### src/rtl/dcim_top.sv
// rtl/dcim_top.sv - 8-row bit-serial digital compute-in-memory dot-product engine.
// Define DCIM_SIGNED_EN for two's complement inputs/weights; default build is unsigned.
module dcim_top (
    input  logic         clk,
    input  logic         rstn,
    input  logic [23:0]  D,
    input  logic [7:0]   WA,
    input  logic         acm_en,
    input  logic         cima,
    input  logic         inwidth,
    input  logic         wwidth,
    input  logic         start,
    input  logic [191:0] xin0,
    output logic [50:0]  nout,
    output logic         st
);

    localparam logic [1:0] S_IDLE = 2'd0;
    localparam logic [1:0] S_BUSY = 2'd1;
    localparam logic [1:0] S_DONE = 2'd2;

    logic [1:0]  state;
    logic [23:0] w   [8];
    logic [23:0] x_l [8];
    logic        inw_l;
    logic        ww_l;
    logic        cima_l;
    logic [4:0]  cnt;
    logic [50:0] acc;
    logic [50:0] psum;
    logic        msb_cycle;

    function automatic logic [50:0] wext(input logic [23:0] wr, input logic wide);
`ifdef DCIM_SIGNED_EN
        wext = wide ? {{27{wr[23]}}, wr} : {{39{wr[11]}}, wr[11:0]};
`else
        wext = wide ? {27'd0, wr} : {39'd0, wr[11:0]};
`endif
    endfunction

    always_comb begin
        psum = '0;
        for (int i = 0; i < 8; i++) begin
            if (x_l[i][cnt]) psum = psum + wext(w[i], ww_l);
        end
    end

    assign msb_cycle = (cnt == (inw_l ? 5'd23 : 5'd11));

    // The product accumulates from zero; the previous nout is folded in at DONE,
    // which equals preloading it without it being scaled by the bit shifts.
    always_ff @(posedge clk or negedge rstn) begin
        if (!rstn) begin
            state  <= S_IDLE;
            for (int i = 0; i < 8; i++) begin
                w[i]   <= '0;
                x_l[i] <= '0;
            end
            inw_l  <= 1'b0;
            ww_l   <= 1'b0;
            cima_l <= 1'b0;
            cnt    <= '0;
            acc    <= '0;
            nout   <= '0;
            st     <= 1'b0;
        end else begin
            st <= 1'b0;
            case (state)
                S_IDLE: begin
                    if (acm_en && !cima) begin
                        for (int i = 0; i < 8; i++) begin
                            if (WA[i]) w[i] <= D;
                        end
                    end
                    if (start) begin
                        for (int i = 0; i < 8; i++) begin
                            x_l[i] <= inwidth ? xin0[24*i +: 24] : {12'd0, xin0[24*i +: 12]};
                        end
                        inw_l  <= inwidth;
                        ww_l   <= wwidth;
                        cima_l <= cima;
                        cnt    <= inwidth ? 5'd23 : 5'd11;
                        acc    <= '0;
                        state  <= S_BUSY;
                    end
                end
                S_BUSY: begin
`ifdef DCIM_SIGNED_EN
                    acc <= msb_cycle ? ((acc << 1) - psum) : ((acc << 1) + psum);
`else
                    acc <= (acc << 1) + psum;
`endif
                    if (cnt == 5'd0) state <= S_DONE;
                    else             cnt   <= cnt - 5'd1;
                end
                S_DONE: begin
                    nout  <= acc + (cima_l ? nout : 51'd0);
                    st    <= 1'b1;
                    state <= S_IDLE;
                end
                default: state <= S_IDLE;
            endcase
        end
    end

`ifndef DCIM_SIGNED_EN
    logic unused_msb;
    assign unused_msb = msb_cycle;
`endif

endmodule

### config.mk
export PLATFORM = sky130hd
export DESIGN_NAME = dcim_top
export DESIGN_NICKNAME = d
export VERILOG_FILES = /design/src/rtl/dcim_top.sv
export SDC_FILE = /design/constraint.sdc
export NUM_CORES = 1
export LEC_CHECK = 0
export ABC_CLOCK_PERIOD_IN_PS = 16300
export CORE_ASPECT_RATIO = 1.1
export CORE_MARGIN = 3
export CORE_UTILIZATION = 46
export CTS_CLUSTER_SIZE = 10
export DETAILED_ROUTE_END_ITERATION = 12
export GPL_ROUTABILITY_DRIVEN = 0
export PLACE_DENSITY_LB_ADDON = 0.15
export SLEW_MARGIN = 10
export SYNTH_ARGS = -nofsm -noshare
export SYNTH_HDL_FRONTEND = slang
export SYNTH_SLANG_ARGS = --single-unit
### constraint.sdc
create_clock -name clk -period 16.3 [get_ports clk]
set_input_delay 3.26 -clock clk [delete_from_list [all_inputs] [get_ports clk]]
set_output_delay 3.26 -clock clk [all_outputs]
set_load 0.01 [all_outputs]
-- After elaboration in Yosys (flattened, before gate mapping)
Cells that the tools add are included.
W data, S select, Z words.
- output and inout bits: 52
- register bits after elaboration: 496
- logic and storage cells: 107
- bits of input ports: 231
- magnitude comparators: 1
- $add $sub $neg: 10
- equality and inequality tests: 5
- mux-type cells: 51
- reduce and logical (&&, ||, !) cells: 17
- operators with widths (operator ; count):
    $mux W51 ; 9
    $mux W24 ; 17
    $add A51 B24 Y51 ; 7
    $add A51 B51 Y51 ; 2
    $pmux W51 S2 ; 1
    $bmux W1 S5 ; 8
    $reduce_and A3 Y1 ; 9
    $mux W5 ; 3
    $pmux W5 S2 ; 1
    $mux W1 ; 9
    $lt A5 B6 Y1 const B ; 1
    $ne A2 B2 Y1 const B ; 3
    $reduce_and A2 Y1 ; 3
    $logic_not A5 Y1 ; 1
    $sub A5 B1 Y5 const B ; 1
    $mux W2 ; 2
    $pmux W2 S2 ; 1
    $eq A2 B1 Y1 const B ; 1
    $eq A2 B2 Y1 const B ; 1
    $logic_not A2 Y1 ; 1
    $reduce_bool A2 Y1 ; 1
    $logic_and A1 B1 Y1 ; 1
    $logic_not A1 Y1 ; 1

-- Logic depth before layout (Yosys ltp)
- depth in word-level cells: 19
- mapped depth: 80
- depth with buffers taken out: 76

-- Worst setup path before layout
OpenSTA, ideal clock, no wires.
- path kind: register to register
- start point: reg cnt[0]
- end point: reg acc[41]
- data arrival time: 14.896 ns
- setup slack: 1.321 ns
- data required time: 16.217 ns
- buffers on the path: 2
- period minus slack after synthesis: 14.979 ns
- setup time: 0.083 ns
- stages on the path, launching flop included: 71
- path through: dfrtp_1 > buf_6 > mux4_2 > and3_4 > a31oi_4 > nand3_2 > clkbuf_1 > and2_1 > ha_1 > fa_1 > a21oi_1 > o21ai_0 > maj3_1 > maj3_1 > o221a_2 > o21ai_1 > a21oi_1 > o21ai_1 > [35 not listed] > nand2_1 > o21ai_0 > or3b_2 > o21ai_0 > ha_1 > a21o_1 > o41ai_1 > xnor2_1 > mux2_2 > ha_1 > a211oi_1 > nand2_1 > a2111oi_0 > nor4_1 > nor3_1 > nor4_1 > xnor2_1 > o21ai_0
- cells in the longest elaborated chain, start to end: 19
- elaborated cells between the ends (all ways): 33
- classes of those cells: 8 x add/sub; 25 x mux
- ends and longest elaborated chain (element ; line ; source):
    start, declared ; 28 ; logic [4:0] cnt;
    start signal, assigned ; 82 ; cnt <= inwidth ? 5'd23 : 5'd11;
    start signal, assigned ; 94 ; else cnt <= cnt - 5'd1;
    $bmux W1 S5 ; 44 ; if (x_l[i][cnt]) psum = psum + wext(w[i], ww_l);
    $mux W1 (implied by the code) ; 44 ;
    $mux W24 ; 44 ;
    $add A51 B24 Y51 ; 44 ;
    $mux W51 ; 44 ;
    $add A51 B24 Y51 ; 44 ;
    $mux W51 ; 44 ;
    $add A51 B24 Y51 ; 44 ;
    [3 not listed] ; -- ;
    $add A51 B24 Y51 ; 44 ;
    $mux W51 ; 44 ;
    $add A51 B24 Y51 ; 44 ;
    $mux W51 ; 44 ;
    $add A51 B24 Y51 ; 44 ;
    $mux W51 * ; 44 ;
    $add A51 B51 Y51 * ; 91 ; acc <= (acc << 1) + psum;
    $pmux W51 S2 * ; 68 ; case (state)
    end signal, assigned ; 91 ;
    end, declared ; 29 ; logic [50:0] acc;
Mark *: on every way between the ends. The rest lies on a longest branch, timed or not. The select of a mux whose other input is x is not followed.
A chain may end at the register's enable or synchronous reset.

-- Worst setup path after layout
- start point: reg cnt[0]
- end point: reg acc[45]
The elaborated chain is that of the path after synthesis.

==> flow_summary.yaml <==
run_status:
  outcome: "finished clean"
route:
  post_drt_via_cell_ratio: 5.66
  drt_drc_violations_left: 0
  num_vias: 30400
  drtIter0Drc: 2112
  final_antenna_net_count: 0
  wl_microns: 102000
  routedWlPerCell_microns: 19.0
  dr_pass1_iterations: 5
synth:
  yosys.area.top_type_share_pct: 34.0
  synth_ff_type: "sky130_fd_sc_hd__dfrtp_1"
  syn-instance-count: 4070
  yosys.area.top_type: "sky130_fd_sc_hd__dfrtp_1"
  synth_nets: 4577
  synth.ff_latch_count: 496
  yosys.cell_types.count: 107
  synth.cells.most_frequent: "sky130_fd_sc_hd__nand2_1, sky130_fd_sc_hd__dfrtp_1, sky130_fd_sc_hd__mux2_2, sky130_fd_sc_hd__ha_1, sky130_fd_sc_hd__o21ai_0"
  yosys_warnings: 0
  synth.most_common_cell: "sky130_fd_sc_hd__nand2_1"
  synth.cell_area_sq_um: 36500
  synth-async-reset-ratio_pct: 100
  synth-seq-area-share_pct: 34.0
  post_synth_main_area_contributors: "sky130_fd_sc_hd__dfrtp_1, sky130_fd_sc_hd__ha_1, sky130_fd_sc_hd__mux2_2"
  synth_enable_flop_cells: 0
  syn-mean-instance-area_sq_um: 8.97
grt:
  antenna_found_initial: 12
  grt_max_degree: 155
  grt_first_pass_wirelength_microns: 165000
  gr-usage-all-layers_pct: 24.6
  number_of_global_route_vias_before_repair: 30200
  grt_overflow: 0
finish:
  design.final.nets: 4798
  layout-area-overhead-vs-synth_pct: 16.4
  final_core_utilization_pct: 54.5
  final_layout_size_suffix_gt1_share_pct: 13.0
sta:
  skew_ns: 0.0704
  finalHoldViolations: 0
  slew_viol_final: 0
  maxClockFrequency_mhz: 65.0
  worst-slew-pin-transition_ns: 1.15
  setup_viol: 0
  period_share_pct: 94.4
  fin_crit_ns: 15.39
  slew_headroom_pct: 23.1
  setup_tns_ns: 0
floorplan:
  die_h_microns: 302
  start_util_pct: 46.8
  core_area_sq_um: 78100
  die_area_sq_um: 82800
  placementRows: 107
  ios: 283
  die_width_microns: 275
placement:
  io_buffer_count: 282
  dp_hpwl_microns: 74800
worst_setup_path:
  path_delay_family: "compound AO/OA/AOI/OAI gates"
  timing.setup.critical_path_class: "register to register"
  timing.critical_path.buf_inv: 1
  end_kind: "register"
  critical-path-slowest-cell: "sky130_fd_sc_hd__mux4_2"
  required_time_worst_endpoint_ns: 16.80
  worst_path_most_repeated_cell: "sky130_fd_sc_hd__ha_1"
  worstSetupStartpointType: "register"
  timing.critical_path.slowest_cell_delay_ns: 0.50
  cp_data_arrival_time_ns: 15.89
  worstPathMaxFanout: 7
clocking:
  tritoncts: "done"
  numCtsBuffers: 61
  cts_max_level: 2
  clk_pin_slew_ns: 0.06
  hold_buffers: 0
  cts-root-buf: "sky130_fd_sc_hd__clkbuf_16"
  max-clock-path-buffers: 3
  clock-sinks: 496
  worst_skew_pair.late_latency_ns: 0.67
flow_run:
  drv_cap: 0
hold_path:
  timing.hold.worst.class: "register to register"
## placed cells by master (no fill, tap or decap), types with 23 or more instances in the layout
cell                              count
sky130_fd_sc_hd__nor3_1              51
sky130_fd_sc_hd__nor2b_1             30
sky130_fd_sc_hd__nand4_1             23
sky130_fd_sc_hd__o31ai_1             28
sky130_fd_sc_hd__nor2_1             147
sky130_fd_sc_hd__and2_1             158
sky130_fd_sc_hd__ha_1               264
sky130_fd_sc_hd__buf_4               51
sky130_fd_sc_hd__mux2i_1             30
sky130_fd_sc_hd__a31oi_1             27
sky130_fd_sc_hd__o21bai_1            25
sky130_fd_sc_hd__and3_1              43
sky130_fd_sc_hd__inv_1              110
sky130_fd_sc_hd__mux4_2              42
sky130_fd_sc_hd__dfrtp_1            493
sky130_fd_sc_hd__clkdlybuf4s50_1    280
sky130_fd_sc_hd__xnor2_1            150
sky130_fd_sc_hd__a211oi_1            25
sky130_fd_sc_hd__o21a_1              43
sky130_fd_sc_hd__nand2b_1            39
sky130_fd_sc_hd__xor2_1              72
sky130_fd_sc_hd__nand3_1            187
sky130_fd_sc_hd__a21o_1             124
sky130_fd_sc_hd__a21oi_1            210
sky130_fd_sc_hd__o21ai_0            236
sky130_fd_sc_hd__mux2_2             272
sky130_fd_sc_hd__clkbuf_16           61
sky130_fd_sc_hd__nand2_1            762
## area by class of cell
| type | count | area [sq um] |
|---|---|---|
| Tap cell | 1035 | 1290 |
| Timing Repair Buffer | 336 | 3260 |
| Inverter | 115 | 432 |
| Sequential cell | 496 | 12400 |
| Clock buffer | 92 | 1780 |
| Clock inverter | 10 | 150 |
| Antenna cell | 7 | 17.5 |
| Fill cell | 7233 | 35500 |
| Multi-Input combinational cell | 3281 | 23200 |
## worst reg2reg max path: cells and delay by family (launching register included)
kind,cells,cell delay (ns)
adder cells (fa/ha/maj),11,3.56
AND/OR/NAND/NOR,23,4.24
flip-flops,1,0.48
multiplexers,4,1.40
AO/OA/AOI/OAI,24,4.61
XOR/XNOR,6,0.74
buffers and inverters,1,0.19
## worst paths after layout
kind	end	slack, ns	start	cells past startpoint
setup reg to reg	acc[45]	0.91	cnt[0]	69
min in group asynchronous	w[159]	2.57	rstn	1
max in group asynchronous	x_l[62]	11.45	rstn	3
setup / recovery	acc[45]	0.91	cnt[0]	69
hold / removal	x_l[188]	0.46	x_l[188]	2
hold reg to reg	x_l[188]	0.46	x_l[188]	2
## repair_timing
action,CTS,global route
resized for setup,1,50
setup endpoints to repair,1,30
pin swaps,0,10
setup buffers,0,9
## registers in the layout (all words and copies together) (netlist names)
| signal | flops |
|---|---|
| w | 192 |
| x_l | 192 |
| acc | 51 |
| nout | 51 |
| cnt | 5 |
| state | 2 |
| cima_l | 1 |
| st | 1 |
| ww_l | 1 |
## per-layer routing
| metal | GRT usage, % | vias to the layer above | wire length (microns) |
|---|---|---|---|
| met4 | 6.78 | 12 | 2520 |
| met2 | 40.5 | 641 | 48100 |
| met5 | 0 | - | 89 |
| met3 | 4.23 | 144 | 5130 |
| li1 | - | 14900 | - |
| met1 | 33.3 | 14700 | 46200 |
## cell families (layout without fill, tap and decap cells)
family                     after synthesis  count (layout)  synth area share [%]
AOI/OAI and AO/OA                      896             896                  16.0
xor gates and xnor gates               225             225                  5.45
adders and majority gates              279             279                  9.73
buffers and inverters                  293             553                  3.26
DFF                                    496             496                  34.0
muxes                                  348             348                  12.0
other                                    1               8                0.0103
and+or+nand+nor                       1532            1532                  19.5
## stage by stage
step / cell area, sq um / hold WS (ns) / instances / worst slack, ns
after CTS: 42200 / 0.464 / 5356 / 0.0589
final: 42500 / 0.460 / 5372 / 0.907
after global routing: 42500 / 0.483 / 5370 / -0.0385
after detailed placement: 40300 / 0.451 / 5254 / 0.0804
after floorplan: 36500 / 0.430 / 4070 / 1.32
after global placement: 40300 / 0.445 / 5254 / 0.489
Power is left out: the tool's default activity adds up to more than one toggle a clock period on the data nets, which glitch-free logic cannot reach.
